[config.mk]
export PLATFORM = sky130hd
export DESIGN_NAME = gcm_seq_ctrl_flat
export DESIGN_NICKNAME = d
export VERILOG_FILES = /design/src/rtl/gcm_seq_ctrl_if.sv /design/src/rtl/gcm_seq_ctrl.sv /design/src/flat_wrapper.sv
export SDC_FILE = /design/constraint.sdc
export NUM_CORES = 1
export LEC_CHECK = 0
export ABC_CLOCK_PERIOD_IN_PS = 4310
export BUFFER_PORTS_ARGS = -buffer_cell sky130_fd_sc_hd__buf_2
export CORE_ASPECT_RATIO = 0.6
export CORE_MARGIN = 1
export CORE_UTILIZATION = 51
export DETAILED_ROUTE_END_ITERATION = 8
export GPL_ROUTABILITY_DRIVEN = 0
export GPL_TIMING_DRIVEN = 0
export PLACE_DENSITY = 0.8
export SETUP_SLACK_MARGIN = 0.02
export SYNTH_ARGS = -nofsm -noshare
export SYNTH_HDL_FRONTEND = slang
export SYNTH_SLANG_ARGS = --single-unit
[constraint.sdc]
create_clock -name clk -period 4.31 [get_ports clk]
set_clock_uncertainty 0.1 [all_clocks]
set_input_delay 0.862 -clock clk [delete_from_list [all_inputs] [get_ports clk]]
set_output_delay 0.862 -clock clk [all_outputs]
set_load 0.03 [all_outputs]
[src/rtl/gcm_seq_ctrl_if.sv]
// Host command stream into the gcm sequencer: typed 128-bit blocks over valid/ready.
// Signal names are given from the sequencer's point of view.
interface gcm_seq_ctrl_if;
  logic         cmd_vld_i;
  logic         cmd_rdy_o;
  logic [1:0]   cmd_type_i;
  logic         cmd_last_i;
  logic [127:0] cmd_data_i;

  modport master (
    output cmd_vld_i,
    output cmd_type_i,
    output cmd_last_i,
    output cmd_data_i,
    input  cmd_rdy_o
  );

  modport slave (
    input  cmd_vld_i,
    input  cmd_type_i,
    input  cmd_last_i,
    input  cmd_data_i,
    output cmd_rdy_o
  );
endinterface

[src/rtl/gcm_seq_ctrl.sv]
// Command sequencer for the gcm core: orders KEY/IV/AAD/DATA strobes, inserts the key-expansion
// and J0 stalls, issues gcm_end and checks the returned block count against the blocks sent.
module gcm_seq_ctrl #(
  parameter int unsigned KEY_LAT = 11,
  parameter int unsigned IV_GAP  = 2,
  parameter int unsigned TAG_TMO = 64,
  parameter int unsigned CNT_W   = 16
) (
  input  logic                 clk,
  input  logic                 rst_n,
  gcm_seq_ctrl_if.slave        cmd,
  output logic                 gcm_key_vld_o,
  output logic [127:0]         gcm_key_o,
  output logic                 gcm_iv_vld_o,
  output logic                 gcm_aad_vld_o,
  output logic                 gcm_data_vld_o,
  output logic [127:0]         gcm_data_o,
  output logic                 gcm_end_o,
  input  logic                 core_vld_i,
  input  logic                 core_tag_vld_i,
  output logic                 busy_o,
  output logic                 done_o,
  output logic                 err_o
);

  localparam logic [1:0] CmdKey  = 2'b00;
  localparam logic [1:0] CmdIv   = 2'b01;
  localparam logic [1:0] CmdAad  = 2'b10;
  localparam logic [1:0] CmdData = 2'b11;

  localparam int unsigned WaitMax = (KEY_LAT > IV_GAP) ? KEY_LAT : IV_GAP;
  localparam int unsigned WaitW   = $clog2(WaitMax + 1);
  localparam int unsigned TmoW    = (TAG_TMO > 1) ? $clog2(TAG_TMO) : 1;
  localparam logic [CNT_W-1:0] CntMax = '1;

  typedef enum logic [2:0] {
    StIdle, StKeyWait, StReady, StIvWait, StAad, StData, StTagWait, StErr
  } state_e;

  state_e             state_q;
  logic [WaitW-1:0]   wait_q;
  logic [TmoW-1:0]    tmo_q;
  logic [CNT_W-1:0]   in_cnt_q, out_cnt_q;
  logic               iv_last_q, end_pend_q, rdy_q;
  logic               key_vld_q, iv_vld_q, aad_vld_q, data_vld_q, end_q;
  logic [127:0]       key_q, blk_q;
  logic               busy_q, done_q, err_q;

  logic               acc;
  logic [CNT_W-1:0]   in_cnt_inc, out_cnt_nxt;

  always_comb begin
    acc         = cmd.cmd_vld_i & rdy_q;
    in_cnt_inc  = (in_cnt_q == CntMax) ? in_cnt_q : in_cnt_q + 1'b1;
    out_cnt_nxt = (core_vld_i && (out_cnt_q != CntMax)) ? out_cnt_q + 1'b1 : out_cnt_q;
  end

  always_ff @(posedge clk) begin
    if (!rst_n) begin
      state_q    <= StIdle;
      wait_q     <= '0;
      tmo_q      <= '0;
      in_cnt_q   <= '0;
      out_cnt_q  <= '0;
      iv_last_q  <= 1'b0;
      end_pend_q <= 1'b0;
      rdy_q      <= 1'b0;
      key_vld_q  <= 1'b0;
      key_q      <= '0;
      iv_vld_q   <= 1'b0;
      aad_vld_q  <= 1'b0;
      data_vld_q <= 1'b0;
      blk_q      <= '0;
      end_q      <= 1'b0;
      busy_q     <= 1'b0;
      done_q     <= 1'b0;
      err_q      <= 1'b0;
    end else begin
      key_vld_q  <= 1'b0;
      iv_vld_q   <= 1'b0;
      aad_vld_q  <= 1'b0;
      data_vld_q <= 1'b0;
      end_q      <= 1'b0;
      done_q     <= 1'b0;
      // Core output outside a message is spurious.
      if (busy_q) begin
        out_cnt_q <= out_cnt_nxt;
      end else if (core_vld_i || core_tag_vld_i) begin
        err_q <= 1'b1;
      end

      unique case (state_q)
        StIdle, StReady, StErr: begin
          rdy_q <= 1'b1;
          if (acc) begin
            if (cmd.cmd_type_i == CmdKey) begin
              key_vld_q <= 1'b1;
              key_q     <= cmd.cmd_data_i;
              err_q     <= 1'b0;
              rdy_q     <= 1'b0;
              wait_q    <= WaitW'(KEY_LAT - 1);
              state_q   <= StKeyWait;
            end else if (state_q == StReady && cmd.cmd_type_i == CmdIv) begin
              iv_vld_q  <= 1'b1;
              blk_q     <= {cmd.cmd_data_i[127:32], 32'h0};
              iv_last_q <= cmd.cmd_last_i;
              in_cnt_q  <= '0;
              out_cnt_q <= '0;
              busy_q    <= 1'b1;
              rdy_q     <= 1'b0;
              wait_q    <= WaitW'(IV_GAP - 1);
              state_q   <= StIvWait;
            end else begin
              err_q <= 1'b1;
            end
          end
        end

        StKeyWait: begin
          if (wait_q != '0) begin
            wait_q <= wait_q - 1'b1;
          end else begin
            rdy_q   <= 1'b1;
            state_q <= StReady;
          end
        end

        StIvWait: begin
          if (wait_q != '0) begin
            wait_q <= wait_q - 1'b1;
          end else if (iv_last_q) begin
            end_pend_q <= 1'b1;
            tmo_q      <= '0;
            state_q    <= StTagWait;
          end else begin
            rdy_q   <= 1'b1;
            state_q <= StAad;
          end
        end

        StAad, StData: begin
          if (acc) begin
            if ((cmd.cmd_type_i == CmdAad && state_q == StAad) || cmd.cmd_type_i == CmdData) begin
              if (in_cnt_inc == CntMax) begin
                err_q   <= 1'b1;
                busy_q  <= 1'b0;
                rdy_q   <= 1'b1;
                state_q <= StErr;
              end else begin
                in_cnt_q   <= in_cnt_inc;
                blk_q      <= cmd.cmd_data_i;
                aad_vld_q  <= (cmd.cmd_type_i == CmdAad);
                data_vld_q <= (cmd.cmd_type_i == CmdData);
                if (cmd.cmd_type_i == CmdData) state_q <= StData;
                if (cmd.cmd_last_i) begin
                  rdy_q      <= 1'b0;
                  end_pend_q <= 1'b1;
                  tmo_q      <= '0;
                  state_q    <= StTagWait;
                end
              end
            end else begin
              err_q   <= 1'b1;
              busy_q  <= 1'b0;
              rdy_q   <= 1'b1;
              state_q <= StErr;
            end
          end
        end

        StTagWait: begin
          // gcm_end trails the final strobe by one cycle.
          if (end_pend_q) begin
            end_q      <= 1'b1;
            end_pend_q <= 1'b0;
          end
          if (core_tag_vld_i) begin
            if (out_cnt_nxt == in_cnt_q) begin
              done_q  <= 1'b1;
              busy_q  <= 1'b0;
              rdy_q   <= 1'b1;
              state_q <= StReady;
            end else begin
              err_q   <= 1'b1;
              busy_q  <= 1'b0;
              rdy_q   <= 1'b1;
              state_q <= StErr;
            end
          end else if (tmo_q == TmoW'(TAG_TMO - 1)) begin
            err_q   <= 1'b1;
            busy_q  <= 1'b0;
            rdy_q   <= 1'b1;
            state_q <= StErr;
          end else begin
            tmo_q <= tmo_q + 1'b1;
          end
        end
      endcase
    end
  end

  assign cmd.cmd_rdy_o    = rdy_q;
  assign gcm_key_vld_o    = key_vld_q;
  assign gcm_key_o        = key_q;
  assign gcm_iv_vld_o     = iv_vld_q;
  assign gcm_aad_vld_o    = aad_vld_q;
  assign gcm_data_vld_o   = data_vld_q;
  assign gcm_data_o       = blk_q;
  assign gcm_end_o        = end_q;
  assign busy_o           = busy_q;
  assign done_o           = done_q;
  assign err_o            = err_q;

endmodule

[src/flat_wrapper.sv]
// flat-port wrapper written by rule: the top's interface ports become plain ports
module gcm_seq_ctrl_flat 
#(
  parameter int unsigned KEY_LAT = 11,
  parameter int unsigned IV_GAP  = 2,
  parameter int unsigned TAG_TMO = 64,
  parameter int unsigned CNT_W   = 16
)
  (clk, rst_n, gcm_key_vld_o, gcm_key_o, gcm_iv_vld_o, gcm_aad_vld_o, gcm_data_vld_o, gcm_data_o, gcm_end_o, core_vld_i, core_tag_vld_i, busy_o, done_o, err_o, cmd_cmd_vld_i, cmd_cmd_type_i, cmd_cmd_last_i, cmd_cmd_data_i, cmd_cmd_rdy_o);
  gcm_seq_ctrl_if cmd_i ();
  input  logic clk;
  input  logic rst_n;
  output logic gcm_key_vld_o;
  output logic [127:0] gcm_key_o;
  output logic gcm_iv_vld_o;
  output logic gcm_aad_vld_o;
  output logic gcm_data_vld_o;
  output logic [127:0] gcm_data_o;
  output logic gcm_end_o;
  input  logic core_vld_i;
  input  logic core_tag_vld_i;
  output logic busy_o;
  output logic done_o;
  output logic err_o;
  input wire logic [$bits(cmd_i.cmd_vld_i)-1:0] cmd_cmd_vld_i;
  input wire logic [$bits(cmd_i.cmd_type_i)-1:0] cmd_cmd_type_i;
  input wire logic [$bits(cmd_i.cmd_last_i)-1:0] cmd_cmd_last_i;
  input wire logic [$bits(cmd_i.cmd_data_i)-1:0] cmd_cmd_data_i;
  output wire logic [$bits(cmd_i.cmd_rdy_o)-1:0] cmd_cmd_rdy_o;
  assign cmd_i.cmd_vld_i = cmd_cmd_vld_i;
  assign cmd_i.cmd_type_i = cmd_cmd_type_i;
  assign cmd_i.cmd_last_i = cmd_cmd_last_i;
  assign cmd_i.cmd_data_i = cmd_cmd_data_i;
  assign cmd_cmd_rdy_o = cmd_i.cmd_rdy_o;
  gcm_seq_ctrl #(.KEY_LAT(KEY_LAT), .IV_GAP(IV_GAP), .TAG_TMO(TAG_TMO), .CNT_W(CNT_W)) u_core (.clk(clk), .rst_n(rst_n), .cmd(cmd_i), .gcm_key_vld_o(gcm_key_vld_o), .gcm_key_o(gcm_key_o), .gcm_iv_vld_o(gcm_iv_vld_o), .gcm_aad_vld_o(gcm_aad_vld_o), .gcm_data_vld_o(gcm_data_vld_o), .gcm_data_o(gcm_data_o), .gcm_end_o(gcm_end_o), .core_vld_i(core_vld_i), .core_tag_vld_i(core_tag_vld_i), .busy_o(busy_o), .done_o(done_o), .err_o(err_o));
endmodule
==> impl_metrics.csv <==
group,metric,value,unit
status,outcome,"complete, no violations",
timing,hold_slack,350,ps
synthesis,synth-xor-area-share,0.0239,
timing,min_period,4100,ps
drt,via_per_inst,5.64,
clock_network,numCtsBuffers,28,
floorplanning,initial_core_util,0.530,
clock_network,cts_root_buf,"clkbuf_16",
critical_path,worstPathMaxFanout,8,
power_and_ir_drop,p_leak,6.53,nW
timing,tightest_slew,886,ps
layout,drive_gt1_frac,0.235,
clock_network,clock_sinks,312,
global_route,globalRouteOverflowTotal,0,
timing,grt_setup_unrepaired,"false",
synthesis,syn_area,0.0125,mm²
layout,final_nets,2188,
power_and_ir_drop,power.density,395,mW/mm²
synthesis,synthCells,1618,
layout,final_cell_area,0.0159,mm²
floorplanning,ios,401,
layout,syn_to_final_growth,27.0,%
run,drv_cap,0,
drt,drc_errors,0,
floorplanning,die_w,204,µm
critical_path,worstPathRequired,4640,ps
clock_network,cts_max_level,1,
global_route,grt_max_degree,17,
clock_network,cts_tree,"done",
power_and_ir_drop,p_seq_frac,0.475,
global_route,antenna_found_initial,2,
layout,num_antenna_cells,0,
synthesis,syn_nets,1759,
synthesis,async_flop_share,0,
global_route,grt_usage,0.336,
synthesis,synth-simple-area-share,0.249,
synthesis,synth_compound_area_frac,0.174,
clock_network,clk_latency,550,ps
synthesis,synthMuxAreaShare,0.00561,
power_and_ir_drop,pwr-share-comb,0.101,
drt,num_vias,13443,
placement,port_buffers,399,
floorplanning,die-area,0.0251,mm²
synthesis,synth_area_per_cell,7.72,µm²
hold_path,hold_class,"reg2reg",
power_and_ir_drop,p_clk_frac,0.424,
global_route,grt_pass1_wl,65.6,mm
floorplanning,rows,43,
power_and_ir_drop,swShare,0.258,
drt,ant_nets,0,
critical_path,path_class,"reg2reg",
synthesis,synth_edf_count,0,
clock_network,clockBufferDepth,3,
placement,dpl_cell_area,0.0149,mm²
floorplanning,fp.dieH,123,µm
clock_network,clkTransAtPathRegs,70,ps
synthesis,ys_ff_latch,312,
critical_path,endpoint_kind,"flop",
synthesis,ys.flop_type,"dfxtp_1",
power_and_ir_drop,irDropWorstVdd,0.324,mV
global_route,grt_pass1_vias,11966,
power_and_ir_drop,power.internal,4.65,mW
timing,finalHoldViolCount,0,
power_and_ir_drop,p_sw,1.61,mW
drt,drt_iter0_markers,1602,
critical_path,start_kind,"flop",
timing,fin_crit_sh,0.951,
timing,finalSetupViolCount,0,
drt,wire_per_inst,18.6,µm
drt,routed_wirelength,44.4,mm
synthesis,synth_cell_types,65,
critical_path,cp_data_arrival_time,4440,ps
drt,firstDrtPassIters,7,
timing,maxSlewViolCount,0,
timing,fmax,244,MHz
synthesis,synth_top_family_by_area,"simple AND/OR/NAND/NOR gates",
synthesis,synthAdderAreaFrac,0.00501,
floorplanning,core_area,0.0236,mm²
timing,finalSetupTns,0,ps
synthesis,yosysWarnings,0,
placement,hpwlAfterDp,33.6,mm
timing,max_slew_margin,0.408,
synthesis,ys_seq_area_frac,0.500,
power by group through the flow:
stage / registers (mW) / clock network [mW] / logic (mW)
after global routing: 2.98 / 2.80 / 0.673
final: 2.98 / 2.66 / 0.630
after detailed placement: 3.04 / 0 / 0.612
after CTS: 2.98 / 2.68 / 0.614
after floorplan: 3.13 / 0 / 0.265
after global placement: 3.04 / 0 / 0.599
registers in the layout, summed over array words and instances, names as in the netlist, 3 cells and up:
signal / count
u_core.in_cnt_q: 16
u_core.state_q: 3
u_core.gcm_data_o: 128
u_core.tmo_q: 6
u_core.gcm_key_o: 128
u_core.out_cnt_q: 16
u_core.wait_q: 4
routing by layer:
metal  track usage  share of wire
met3        0.0938           0.11
met4         0.117          0.034
met1         0.440           0.41
met2         0.535           0.45
met5             0        0.00065
worst max-delay path, stage by stage (launching register included):
cell	delay, ps
dfxtp_1	460
ha_1	280
nand4_1	340
nor3_1	460
mux2i_1	350
xnor2_1	130
or4_1	430
or4_1	530
or3_4	390
and2_1	180
o311a_1	320
worst paths after layout:
path	cells after the start	endpoint	from	slack, ps
min reg2reg	2	u_core.gcm_data_o[107]	u_core.gcm_data_o[107]	350
max reg2reg	10	u_core.state_q[2]	u_core.out_cnt_q[0]	210
max	10	u_core.state_q[2]	u_core.out_cnt_q[0]	210
min	2	u_core.gcm_data_o[107]	u_core.gcm_data_o[107]	350
cell type report:
| class | count | area, µm² |
|---|---|---|
| plain buffers | 123 | 493 |
| well taps | 315 | 394 |
| flip-flops and latches | 312 | 6250 |
| clock buffers | 35 | 778 |
| multi-input cells | 1172 | 5720 |
| inverters | 11 | 41.3 |
| fillers | 2059 | 7700 |
| repair buffers | 399 | 2000 |
| clock inverters | 17 | 195 |
Yosys cell counts, types with 8 or more instances:
| library cell | instances | area (µm²) |
|---|---|---|
| nor2_1 | 54 | 203 |
| buf_2 | 21 | 105 |
| dfxtp_1 | 312 | 6250 |
| xor2_1 | 15 | 131 |
| xnor2_1 | 19 | 166 |
| nand3_1 | 58 | 290 |
| o21ai_0 | 29 | 145 |
| a31oi_1 | 10 | 62.6 |
| clkbuf_1 | 98 | 368 |
| and3_1 | 14 | 87.6 |
| nor3_1 | 18 | 90.1 |
| nand2_1 | 534 | 2000 |
| a211oi_1 | 8 | 60.1 |
| inv_1 | 10 | 37.5 |
| a21oi_1 | 290 | 1450 |
cells in the final DEF (no fill, tap or decap), types with 8 or more instances in the layout:
cell,Yosys,routed
and3_1,14,14
a21oi_1,290,290
clkinv_2,0,11
a31oi_1,10,10
dfxtp_1,312,312
xor2_1,15,15
buf_2,21,420
o21ai_0,29,29
nor3_1,18,18
inv_1,10,10
clkbuf_1,98,100
nand2_1,534,534
nand3_1,58,58
nor2_1,54,54
xnor2_1,19,19
clkbuf_16,0,29
a211oi_1,8,8
what timing repair did:
action	in CTS	in global routing
buffers inserted	0	0
gates resized for setup	0	4
setup endpoints to repair	0	89
hold buffers	0	0
per-stage QoR:
| step | cells | utilization | power (mW) | setup slack [ps] |
|---|---|---|---|---|
| 2_1_floorplan | 1618 | - | 3.40 | 731 |
| 3_3_place_gp | 2332 | 0.631 | 3.64 | 124 |
| 3_5_place_dp | 2332 | 0.631 | 3.65 | 60.6 |
| 4_1_cts | 2384 | 0.673 | 6.27 | 118 |
| 5_1_grt | 2384 | 0.673 | 6.46 | 32.6 |
| 6_report | 2384 | 0.673 | 6.26 | 209 |
kinds of logic after synthesis:
family | count (synthesis)
buffers and inverters | 134
and+or+nand+nor | 736
AOI/OAI and AO/OA | 390
DFF | 312
adders and majority gates | 5
xor gates and xnor gates | 34
muxes | 7
Note: power is estimated with default switching activity, not from simulation.
